`src/rtl/wrr_table_arbiter.sv`:
```
`default_nettype none
// ============================================================================
// Module   : wrr_table_arbiter
// Purpose  : Table-driven weighted round-robin arbiter. Each of the TABLE_SIZE
//            entries names a queue and a weight (number of grants). Credit is
//            spent only on accepted transfers. Entries whose queue is empty or
//            whose weight is 0 are skipped one per cycle. The table is
//            double-buffered; a loaded shadow table becomes active when the
//            entry index wraps back to 0.
// Ports    : clk, rst          clock, synchronous active-high reset
//            enb               block enable (low freezes arbitration state)
//            cfg_pesos         packed entry weights
//            cfg_selec         packed entry queue selects
//            cfg_load          capture cfg_* into the shadow table
//            buf_empty         per-queue FIFO empty flags
//            pop_ack           downstream accepted the current grant
//            selector          granted queue index
//            selector_enb      grant valid
//            entry_idx         current table entry
//            round_done        1-cycle pulse after the index wraps
//            cfg_pending       shadow table loaded, not yet active
// Revision : 1.0 - initial release
// ============================================================================
module wrr_table_arbiter #(
  parameter int QUEUE_QUANTITY = 4,
  parameter int TABLE_SIZE     = 8,
  parameter int WEIGHT_BITS    = 6,
  localparam int SEL_BITS      = $clog2(QUEUE_QUANTITY),
  localparam int IDX_BITS      = $clog2(TABLE_SIZE)
) (
  input  logic                            clk,
  input  logic                            rst,
  input  logic                            enb,
  input  logic [TABLE_SIZE*WEIGHT_BITS-1:0] cfg_pesos,
  input  logic [TABLE_SIZE*SEL_BITS-1:0]  cfg_selec,
  input  logic                            cfg_load,
  input  logic [QUEUE_QUANTITY-1:0]       buf_empty,
  input  logic                            pop_ack,
  output logic [SEL_BITS-1:0]             selector,
  output logic                            selector_enb,
  output logic [IDX_BITS-1:0]             entry_idx,
  output logic                            round_done,
  output logic                            cfg_pending
);

  localparam logic [IDX_BITS-1:0]    c_LAST_IDX = IDX_BITS'(TABLE_SIZE - 1);
  localparam logic [WEIGHT_BITS-1:0] c_ONE      = WEIGHT_BITS'(1);

  // Unpacked views of the configuration inputs
  logic [WEIGHT_BITS-1:0] w_cfg_w [TABLE_SIZE];
  logic [SEL_BITS-1:0]    w_cfg_s [TABLE_SIZE];

  for (genvar n = 0; n < TABLE_SIZE; n++) begin : g_unpack
    assign w_cfg_w[n] = cfg_pesos[n*WEIGHT_BITS +: WEIGHT_BITS];
    assign w_cfg_s[n] = cfg_selec[n*SEL_BITS +: SEL_BITS];
  end

  // Active and shadow tables
  logic [WEIGHT_BITS-1:0] r_act_w [TABLE_SIZE];
  logic [SEL_BITS-1:0]    r_act_s [TABLE_SIZE];
  logic [WEIGHT_BITS-1:0] r_sh_w  [TABLE_SIZE];
  logic [SEL_BITS-1:0]    r_sh_s  [TABLE_SIZE];

  logic [IDX_BITS-1:0]    r_idx;
  logic [WEIGHT_BITS-1:0] r_credit;
  logic                   r_round_done;
  logic                   r_pending;

  logic [SEL_BITS-1:0]    w_cur_sel;
  logic                   w_q_empty;
  logic                   w_grant;
  logic                   w_xfer;
  logic                   w_advance;
  logic                   w_wrap;
  logic                   w_swap;
  logic [IDX_BITS-1:0]    w_next_idx;
  logic [WEIGHT_BITS-1:0] w_next_credit;

  assign w_cur_sel = r_act_s[r_idx];

  // Selects that do not name a real queue are treated as empty queues.
  always_comb begin
    w_q_empty = 1'b1;
    for (int q = 0; q < QUEUE_QUANTITY; q++) begin
      if (w_cur_sel == SEL_BITS'(q)) w_q_empty = buf_empty[q];
    end
  end

  assign w_grant   = enb & ~rst & ~w_q_empty & (r_credit != '0);
  assign w_xfer    = w_grant & pop_ack;

  // Move on when the last credit is spent, the entry has no credit, or the
  // queue has nothing to offer (work-conserving skip).
  assign w_advance = enb & ((w_xfer & (r_credit == c_ONE)) |
                            (r_credit == '0) | w_q_empty);
  assign w_wrap    = w_advance & (r_idx == c_LAST_IDX);

  // Table swap happens on the wrap edge; a same-cycle load bypasses the shadow.
  assign w_swap     = w_wrap & (r_pending | cfg_load);
  assign w_next_idx = (r_idx == c_LAST_IDX) ? '0 : r_idx + 1'b1;

  // Credit of the next entry comes from whichever table is active after the edge.
  always_comb begin
    if (w_swap) begin
      w_next_credit = cfg_load ? w_cfg_w[w_next_idx] : r_sh_w[w_next_idx];
    end else begin
      w_next_credit = r_act_w[w_next_idx];
    end
  end

  always_ff @(posedge clk) begin
    if (rst) begin
      for (int n = 0; n < TABLE_SIZE; n++) begin
        r_act_w[n] <= w_cfg_w[n];
        r_act_s[n] <= w_cfg_s[n];
        r_sh_w[n]  <= w_cfg_w[n];
        r_sh_s[n]  <= w_cfg_s[n];
      end
      r_idx        <= '0;
      r_credit     <= w_cfg_w[0];
      r_round_done <= 1'b0;
      r_pending    <= 1'b0;
    end else begin
      if (cfg_load) begin
        for (int n = 0; n < TABLE_SIZE; n++) begin
          r_sh_w[n] <= w_cfg_w[n];
          r_sh_s[n] <= w_cfg_s[n];
        end
      end

      if (w_swap) begin
        for (int n = 0; n < TABLE_SIZE; n++) begin
          r_act_w[n] <= cfg_load ? w_cfg_w[n] : r_sh_w[n];
          r_act_s[n] <= cfg_load ? w_cfg_s[n] : r_sh_s[n];
        end
      end

      if (w_wrap) begin
        r_pending <= 1'b0;
      end else if (cfg_load) begin
        r_pending <= 1'b1;
      end

      if (w_advance) begin
        r_idx    <= w_next_idx;
        r_credit <= w_next_credit;
      end else if (w_xfer) begin
        r_credit <= r_credit - c_ONE;
      end

      r_round_done <= w_wrap;
    end
  end

  assign selector_enb = w_grant;
  assign selector     = w_grant ? w_cur_sel : '0;
  assign entry_idx    = r_idx;
  assign round_done   = r_round_done;
  assign cfg_pending  = r_pending;

endmodule
`default_nettype wire

```
`config.mk`:
```
export PLATFORM = sky130hd
export DESIGN_NAME = wrr_table_arbiter
export DESIGN_NICKNAME = d
export VERILOG_FILES = /design/src/rtl/wrr_table_arbiter.sv
export SDC_FILE = /design/constraint.sdc
export NUM_CORES = 1
export LEC_CHECK = 0
export ABC_AREA = 1
export ABC_CLOCK_PERIOD_IN_PS = 3800
export CAP_MARGIN = 10
export CELL_PAD_IN_SITES_DETAIL_PLACEMENT = 1
export CELL_PAD_IN_SITES_GLOBAL_PLACEMENT = 1
export CORE_MARGIN = 2
export CORE_UTILIZATION = 41
export CTS_BUF_LIST = sky130_fd_sc_hd__clkbuf_8
export DETAILED_ROUTE_END_ITERATION = 7
export PLACE_DENSITY = 0.79
export SLEW_MARGIN = 0
export SYNTH_ARGS = -nofsm -noshare
export SYNTH_HDL_FRONTEND = slang
export SYNTH_SLANG_ARGS = --single-unit
```
`constraint.sdc`:
```
create_clock -name clk -period 3.8 [get_ports clk]
set_clock_uncertainty 0.15 [all_clocks]
set_input_delay 0.76 -clock clk [delete_from_list [all_inputs] [get_ports clk]]
set_output_delay 0.76 -clock clk [all_outputs]
set_load 0.01 [all_outputs]
```
## Yosys cells after proc, flatten, opt, wreduce, memory -nomap -nowiden

Memory sizes are Yosys's and may differ from the RTL's. A register that Yosys moved wholly into a read port is not among the register bits.
Cells that the tools add are included.
W data, S select, Z words.

- Register bits after elaboration: 11
- RAM bits: 128
- Input port bits: 73
- Output and inout port bits: 8
- Logic and storage cells: 139
- Memories kept: 4

- $add $sub $neg: 2
- Magnitude comparators: 1
- Equality and inequality tests: 5
- Muxes and demuxes: 72
- Bitwise operators: 46
- Reduce and logical (&&, ||, !) cells: 5

Memories:

| memory | depth | bits a word | rd ports | clocked after Yosys merged registers in | write ports | RTL line | text |
|---|---|---|---|---|---|---|---|
| r_act_w | 8 | 6 | 1 | 0 | 8 | 59 | `logic [WEIGHT_BITS-1:0] r_act_w [TABLE_SIZE];` |
| r_sh_w | 8 | 6 | 9 | 0 | 8 | 61 | `logic [WEIGHT_BITS-1:0] r_sh_w [TABLE_SIZE];` |
| r_act_s | 8 | 2 | 1 | 1 | 8 | 60 | `logic [SEL_BITS-1:0] r_act_s [TABLE_SIZE];` |
| r_sh_s | 8 | 2 | 8 | 0 | 8 | 62 | `logic [SEL_BITS-1:0] r_sh_s [TABLE_SIZE];` |

Operators by type and width:

| kind | number |
|---|---|
| $mux W6 | 31 |
| $mux W2 | 25 |
| $or A1 B1 Y1 | 35 |
| $bmux W6 S3 | 1 |
| $mux W1 | 12 |
| $mux W3 | 3 |
| $and A1 B1 Y1 | 8 |
| $eq A6 B1 Y1 const B | 1 |
| $logic_not A6 Y1 | 1 |
| $reduce_bool A6 Y1 | 1 |
| $sub A6 B1 Y6 const B | 1 |
| $eq A2 B2 Y1 const B | 2 |
| $ge A4 B4 Y1 const B | 1 |
| $not A3 Y4 | 1 |
| $add A3 B1 Y3 const B | 1 |
| $eq A3 B3 Y1 const B | 1 |
| $reduce_bool A3 Y1 | 1 |
| $eq A2 B1 Y1 const B | 1 |
| $logic_not A2 Y1 | 1 |
| $not A1 Y1 | 2 |
| $reduce_or A2 Y1 | 1 |

## Depth between registers and ports, before layout

Gate-level depths: netlist of the first run.

- Word-level depth: 19
- Gate-level depth with buffers: 17
- Depth with buffers taken out: 15

## Least setup slack after synthesis of the first run

Ideal clock, no wire load.

- Kind: input-to-reg
- From: in enb
- To: mem r_act_s[0][0] (netlist name), enable pin
- Library setup time: 424 ps
- Arrival: 3217 ps
- Data required time: 3226 ps
- Setup slack: 10 ps
- Stages: 5
- Path buffers: 1
- Path through: clkbuf_1 nand2_1 o311ai_4 nand4_1 nand2_1

RTL lines:

| element | RTL line | text |
|---|---|---|
| start: declaration | 33 | `input logic enb,` |
| end: declaration | 60 |  |

==> reports/qor.txt, run 1 <==
Largest net degree at the start of global routing: 81
Rows: 47
Buf+Inv Stages, Crit Path: 2
Mapped Cells: 745
Hold WS: 384 ps
Cell family with most CP delay: simple AND/OR/NAND/NOR gates
Hold path cells: 2
Antenna diodes: 0
Die span in y: 135 um
Syn Std Cell Area: 7010 um^2
Routed WL: 21200 um
Startpoint types: flip-flop
CP arrival: 2630 ps
CTS H-tree depth: 4
Core ar.: 16600 um^2
Latest clock arrival within the worst-skew pair: 440 ps
Synth warn: 0
Fin. max-slew vios: 0
Worst R2R Path Depth: 15
Crit path capture type: output port
Area leader, netlist: edfxtp_1
Endpoint, Worst Hold: r_act_s[6][1]
PortBufs: 80
Most instantiated library cell after synthesis: nand2_1
Worst r2r src: entry_idx[1]
Hold Fails Final Rpt: 0
Vias per Instance: 5.60
Post-DP HPWL: 14300 um
CTS Sinks: 142
CTS Buffer Depth: 2
Sequential share of power: 34.2%
Clk root buf: clkbuf_8
Sw Ratio: 41.2%
EDFF count, synth: 134
Hold Crit Class: reg2reg
Post-Syn Nets: 823
Distinct cells, synth: 33
Async S/R FF share, synth: 0%
Crit-path cells: inv_1 > nand2_1 > nand3_1 > nand3_1 > nand2_1 > nand2_1 > nand3_1 > nand2_2 > nand4_1 > nor2_1 > clkdlybuf4s50_1
Inst Count DP: 1019
Hold Buf Count CTS: 0
Slowest Stage Delay on Critical Path: 550 ps
CTS tree: yes
Crit path kind: reg2out
Total Routing Usage GR: 24.0%
Syn avg cell area: 9.41 um^2
First-pass GRT wire length: 33000 um
Wire per inst: 20.2 um
Seq/Total Area, Yosys: 59.7%
Predominant post-synthesis flop cell: edfxtp_1
CTS Buf Count: 17
Initial antenna violation count: 0
Num ports: 81
Slowest CP cell: clkdlybuf4s50_1
Initial Utilization: 42.1%
Congestion Overflow GR: 0
Setup TNS: 0 ps
P_sw: 2.45 mW
Top cells by count, synth: nand2_1, edfxtp_1, o21ai_0, nand3_1, inv_1
Final Cycle Share: 93.2%
Crit-path max FO: 11
Leakage: 3.43 nW
Synth top area cells: edfxtp_1, nand2_1, o21ai_0
Via count: 5878
Pwr dens: 700 nW/um^2
Setup Buffers After CTS: 0
Final #Nets: 896
Die ar.: 18200 um^2
Internal power: 3.50 mW
RSZ-0062 raised after global routing: no
Initial DRC Count: 456
Clock power frac: 22.1%
Drt pass-1 iters: 5
Top cell type's share of synthesized area: 57.4%
Slew headroom: 35.9%
Layout area overhead: 21.1%
Worst VDD drop: 542 uV
FILL cells: 1892
#FFs+latches synth: 142
Layout cell share with drive strength beyond 1: 6.27%
Worst path required time: 2890 ps
Hold path startpoint: r_sh_s[1][5]
Setup violations, final: 0
GP Congestion: 0.851
Max-Cap Viols: 0
Max Freq: 282 MHz
Least-Margin Pin Slew: 961 ps
Via count of the first global-routing pass: 6235
Post-DRT Antenna Nets: 0
Chip width: 135 um
DR DRC count: 0
Outcome: finished, final reports clean
Worst-path clk slew: 70 ps
End of the worst register-to-register path: r_credit[5]
Flop-to-flop setup slack: 480 ps
Non-filler cells, final: 1049
Min Clock Period, post-route: 3540 ps
Comb pwr share: 43.7%
==> area by class of cell <==
type	count	area, um^2	share of cell area, %
clock buffer	17	234	2.75
tap	220	275	3.24
timing repair buffer	97	978	11.5
sequential	142	4190	49.3
multi-input combinational	495	2390	28.2
clock inverter	13	181	2.14
inverter	65	244	2.87
==> flip-flops by register name, summed over array words and instances, names as in the netlist, named ones only <==
name,count
r_act_w,48
round_done,1
r_act_s,16
cfg_pending,1
r_sh_s,16
r_sh_w,48
r_credit,6
entry_idx,3
==> worst register-to-register path, cell delays in order (launching register included) <==
cell and delay (ps):
dfxtp_1 340, ha_1 190, ha_1 280, inv_1 170
nand2_1 120, inv_2 430, buf_4 330, a21oi_1 80
o21ai_0 160, nand3_1 120, nand3_1 100, nand2_1 90
o311ai_0 310, inv_1 80, nand2_1 70, a21oi_1 50
==> routing by layer <==
| layer | GRT usage [%] | wire length [um] | part of all wire (%) | vias up |
|---|---|---|---|---|
| met5 | 0 | 0 | 0 | - |
| met4 | 10.5 | 586 | 2.8 | 0 |
| met3 | 5.26 | 1150 | 5.4 | 45 |
| li1 | - | - | - | 2742 |
| met1 | 29.7 | 9140 | 43 | 2903 |
| met2 | 40.5 | 10400 | 49 | 188 |
==> placed cells by master, fill, tap and decap left out, types with 4 or more instances in the layout <==
cell type / count
a31oi_1: 6
clkbuf_8: 17
nand2_1: 193
clkdlybuf4s50_1: 80
o211ai_1: 9
o21ai_0: 74
nor2_1: 46
bufinv_16: 5
buf_12: 4
o221ai_1: 12
inv_1: 64
o21ai_1: 11
dfxtp_1: 7
a21oi_1: 40
nand3_1: 72
buf_4: 13
ha_1: 5
clkinv_1: 6
o22ai_1: 7
edfxtp_1: 134
==> power by group through the flow <==
| stage | sequential (mW) | clock (mW) | combinational (mW) |
|---|---|---|---|
| floorplan | 2.03 | 0 | 1.60 |
| global placement | 2.05 | 0 | 2.42 |
| detailed placement | 2.07 | 0 | 2.53 |
| CTS | 2.03 | 1.33 | 2.56 |
| global route | 2.06 | 1.39 | 2.83 |
| finish | 2.04 | 1.32 | 2.60 |
==> worst max path at each step <==
| stage | depth (start not counted) | to | slack [ps] | startpoint |
|---|---|---|---|---|
| 2_1_floorplan | 5 | r_act_s[0][0] | 10 | enb |
| 3_3_place_gp | 6 | r_act_s[0][0] | 490 | enb |
| 3_5_place_dp | 9 | r_act_w[1][0] | 340 | enb |
| 4_1_cts | 11 | selector[0] | 150 | flip-flop |
| 5_1_grt | 11 | selector[0] | 5 | flip-flop |
| 6_report | 11 | selector[0] | 260 | flip-flop |
==> logic make-up (layout without fill, tap and decap cells) <==
family	after synthesis	in the layout	synth area share (%)
AOI/OAI and AO/OA	167	167	13.8
DFF	142	142	59.7
adders and majority gates	5	5	0.892
xor gates and xnor gates	2	2	0.250
and+or+nand+nor	321	321	19.0
buffers and inverters	108	192	6.40
==> stage by stage <==
| stage | utilization [%] | area, um^2 | setup slack [ps] | power (mW) |
|---|---|---|---|---|
| after floorplan | - | 7010 | 9.73 | 3.64 |
| after global placement | 48.5 | 8080 | 486 | 4.47 |
| after detailed placement | 48.5 | 8080 | 338 | 4.60 |
| after CTS | 51.0 | 8490 | 152 | 5.92 |
| after global routing | 51.0 | 8500 | 4.90 | 6.28 |
| final | 51.0 | 8500 | 260 | 5.95 |
==> what timing repair did <==
item	in CTS	in global routing
endpoints found under the hold margin	0	0
endpoints found under the setup margin	2	2
pin swaps	0	0
resized for setup	1	1
No activity file was read; power rests on OpenSTA's default activity.
==> run 2: changes to the inputs <==
Settings changed: PLACE_DENSITY 0.79 to 0.82.
==> reports/qor.txt, run 2 (synthesis results as in run 1) <==
Outcome: finished, final reports clean (unchanged)
PortBufs: 80 (unchanged)
Endpoint, Worst Hold: r_act_s[7][1] (was r_act_s[6][1])
Initial DRC Count: 567 (was 456)
Die span in y: 135 um (unchanged)
Final Cycle Share: 95.0% (was 93.2%)
Crit-path cells: inv_1 > nand2_1 > nand3_1 > nand3_1 > nand2_1 > nand2_1 > nand3_1 > nand2_2 > nand4_1 > nor2_1 > clkdlybuf4s50_1 (unchanged)
FILL cells: 1889 (was 1892)
Crit path kind: reg2out (unchanged)
Least-Margin Pin Slew: 962 ps (was 961 ps)
Setup violations, final: 0 (unchanged)
Slowest Stage Delay on Critical Path: 560 ps (was 550 ps)
Max-Cap Viols: 0 (unchanged)
Layout cell share with drive strength beyond 1: 6.47% (was 6.27%)
Post-DRT Antenna Nets: 0 (unchanged)
Worst VDD drop: 360 uV (was 542 uV)
Min Clock Period, post-route: 3610 ps (was 3540 ps)
Largest regs: r_act_w (48), r_sh_w (48) (unchanged)
Die ar.: 18200 um^2 (unchanged)
Worst-path clk slew: 80 ps (was 70 ps)
Clk root buf: clkbuf_8 (unchanged)
Wire per inst: 20.1 um (was 20.2 um)
Pwr dens: 683 nW/um^2 (was 700 nW/um^2)
Non-filler cells, final: 1054 (was 1049)
Hold Crit Class: reg2reg (unchanged)
Drt pass-1 iters: 5 (unchanged)
Inst Count DP: 1022 (was 1019)
Worst r2r src: entry_idx[1] (unchanged)
Crit path capture type: output port (unchanged)
Final #Nets: 899 (was 896)
Max Freq: 277 MHz (was 282 MHz)
Chip width: 135 um (unchanged)
Via count of the first global-routing pass: 6167 (was 6235)
Most frequent cells in the layout: nand2_1, edfxtp_1, clkdlybuf4s50_1 (unchanged)
Core ar.: 16600 um^2 (unchanged)
Total Routing Usage GR: 24.3% (was 24.0%)
Initial antenna violation count: 0 (unchanged)
Hold Fails Final Rpt: 0 (unchanged)
DR DRC count: 0 (unchanged)
Post-DP HPWL: 14300 um (about the same)
Slowest CP cell: clkdlybuf4s50_1 (unchanged)
First-pass GRT wire length: 33600 um (was 33000 um)
End of the worst register-to-register path: r_credit[4] (was r_credit[5])
Num ports: 81 (unchanged)
Finished Cell Area: 8470 um^2 (was 8500 um^2)
Setup TNS: 0 ps (unchanged)
CTS Buffer Depth: 2 (unchanged)
Worst path required time: 2890 ps (about the same)
Worst R2R Path Depth: 13 (was 15)
Flop-to-flop setup slack: 570 ps (was 480 ps)
Antenna diodes: 0 (unchanged)
Initial Utilization: 42.1% (unchanged)
GP Congestion: 0.874 (was 0.851)
Post-place instance area: 8100 um^2 (was 8080 um^2)
RSZ-0062 raised after global routing: no (unchanged)
Fin. max-slew vios: 0 (unchanged)
Routed WL: 21200 um (about the same)
Layout area overhead: 20.8% (was 21.1%)
Latest clock arrival within the worst-skew pair: 450 ps (was 440 ps)
CTS Sinks: 142 (unchanged)
CTS tree: yes (unchanged)
Congestion Overflow GR: 0 (unchanged)
Hold path cells: 2 (unchanged)
CTS H-tree depth: 4 (unchanged)
CTS Buf Count: 17 (unchanged)
Leakage: 3.43 nW (about the same)
Crit-path max FO: 11 (unchanged)
Most common cell after layout, fill and taps aside: nand2_1 (unchanged)
CP arrival: 2700 ps (was 2630 ps)
Rows: 47 (unchanged)
Vias per Instance: 5.65 (was 5.60)
Startpoint types: flip-flop (unchanged)
Via count: 5956 (was 5878)
Hold path startpoint: r_sh_s[1][7] (was r_sh_s[1][5])
Slew headroom: 35.8% (was 35.9%)
Largest net degree at the start of global routing: 81 (unchanged)
Hold Buf Count CTS: 0 (unchanged)
==> run 2: cell count changes in the layout (fill, tap and decap cells not counted), sizes merged <==
cell    before  now
inv         66   67
bufinv       5    3
clkinv       7   10
buf         17   20
==> run 2: layer usage <==
metal / vias to the layer above / part of all wire [%] / wire length (um) / track usage, %
met3: 35 / 6.4 / 1360 / 4.58
met4: 0 / 2.0 / 434 / 7.95
li1: 2749 / - / - / -
met2: 206 / 50 / 10700 / 41.1
met1: 2966 / 41 / 8730 / 31.6
met5: - / 0 / 0 / 0
==> run 2: power by group <==
part | total [mW] | internal (mW) | switching [mW] | leakage [nW]
clock | 1.19 | 0.623 | 0.565 | 0.203
combinational | 2.56 | 0.850 | 1.71 | 1.82
sequential | 2.04 | 1.92 | 0.116 | 1.41
total | 5.79 | 3.40 | 2.40 | 3.43
==> run 2: worst max-delay path by stage <==
stage                         start             to  slack [ps]  cells after the start
after floorplan                 enb  r_act_s[0][0]          10                      5
after global placement          enb  r_act_w[2][1]         500                      6
after detailed placement        enb  r_act_w[2][1]         360                      6
after CTS                 flip-flop    selector[1]         100                     11
after global routing      flip-flop    selector[1]          50                     11
final                     flip-flop    selector[1]         190                     11
==> run 2: timing repair <==
action                     CTS  global route
gates resized for setup      1             1
setup buffers                0             0
pin swaps                    0             0
setup endpoints to repair    2             1
==> run 2: worst max-delay path: cells and delay by family (launching register included) <==
kind | cells | cell delay, ps
DFF | 1 | 420
buffers and inverters | 2 | 690
and+or+nand+nor | 9 | 1130
==> run 2: through the flow <==
stage          utilization (%)  worst slack [ps]  hold WS, ps  total power [mW]
2_1_floorplan                -              9.73          344              3.64
4_1_cts                   50.9              96.1          384              5.78
6_report                  50.9               189          375              5.79
3_3_place_gp              48.7               497          358              4.47
3_5_place_dp              48.7               358          364              4.57
5_1_grt                   50.9              54.3          408              6.14
==> run 2: final cells by class <==
| class | count | area, um^2 | area share, % |
|---|---|---|---|
| Timing Repair Buffer | 100 | 1000 | 11.8 |
| Inverter | 65 | 244 | 2.88 |
| Multi-Input combinational cell | 495 | 2390 | 28.3 |
| Sequential cell | 142 | 4190 | 49.4 |
| Tap cell | 220 | 275 | 3.25 |
| Clock buffer | 17 | 234 | 2.76 |
| Clock inverter | 15 | 138 | 1.62 |
==> run 3: changes to the inputs <==
Settings changed: TNS_END_PERCENT from default to 20.
==> results of run 3 <==
No change in the layout: final DEF, timing and power equal those of run 2.
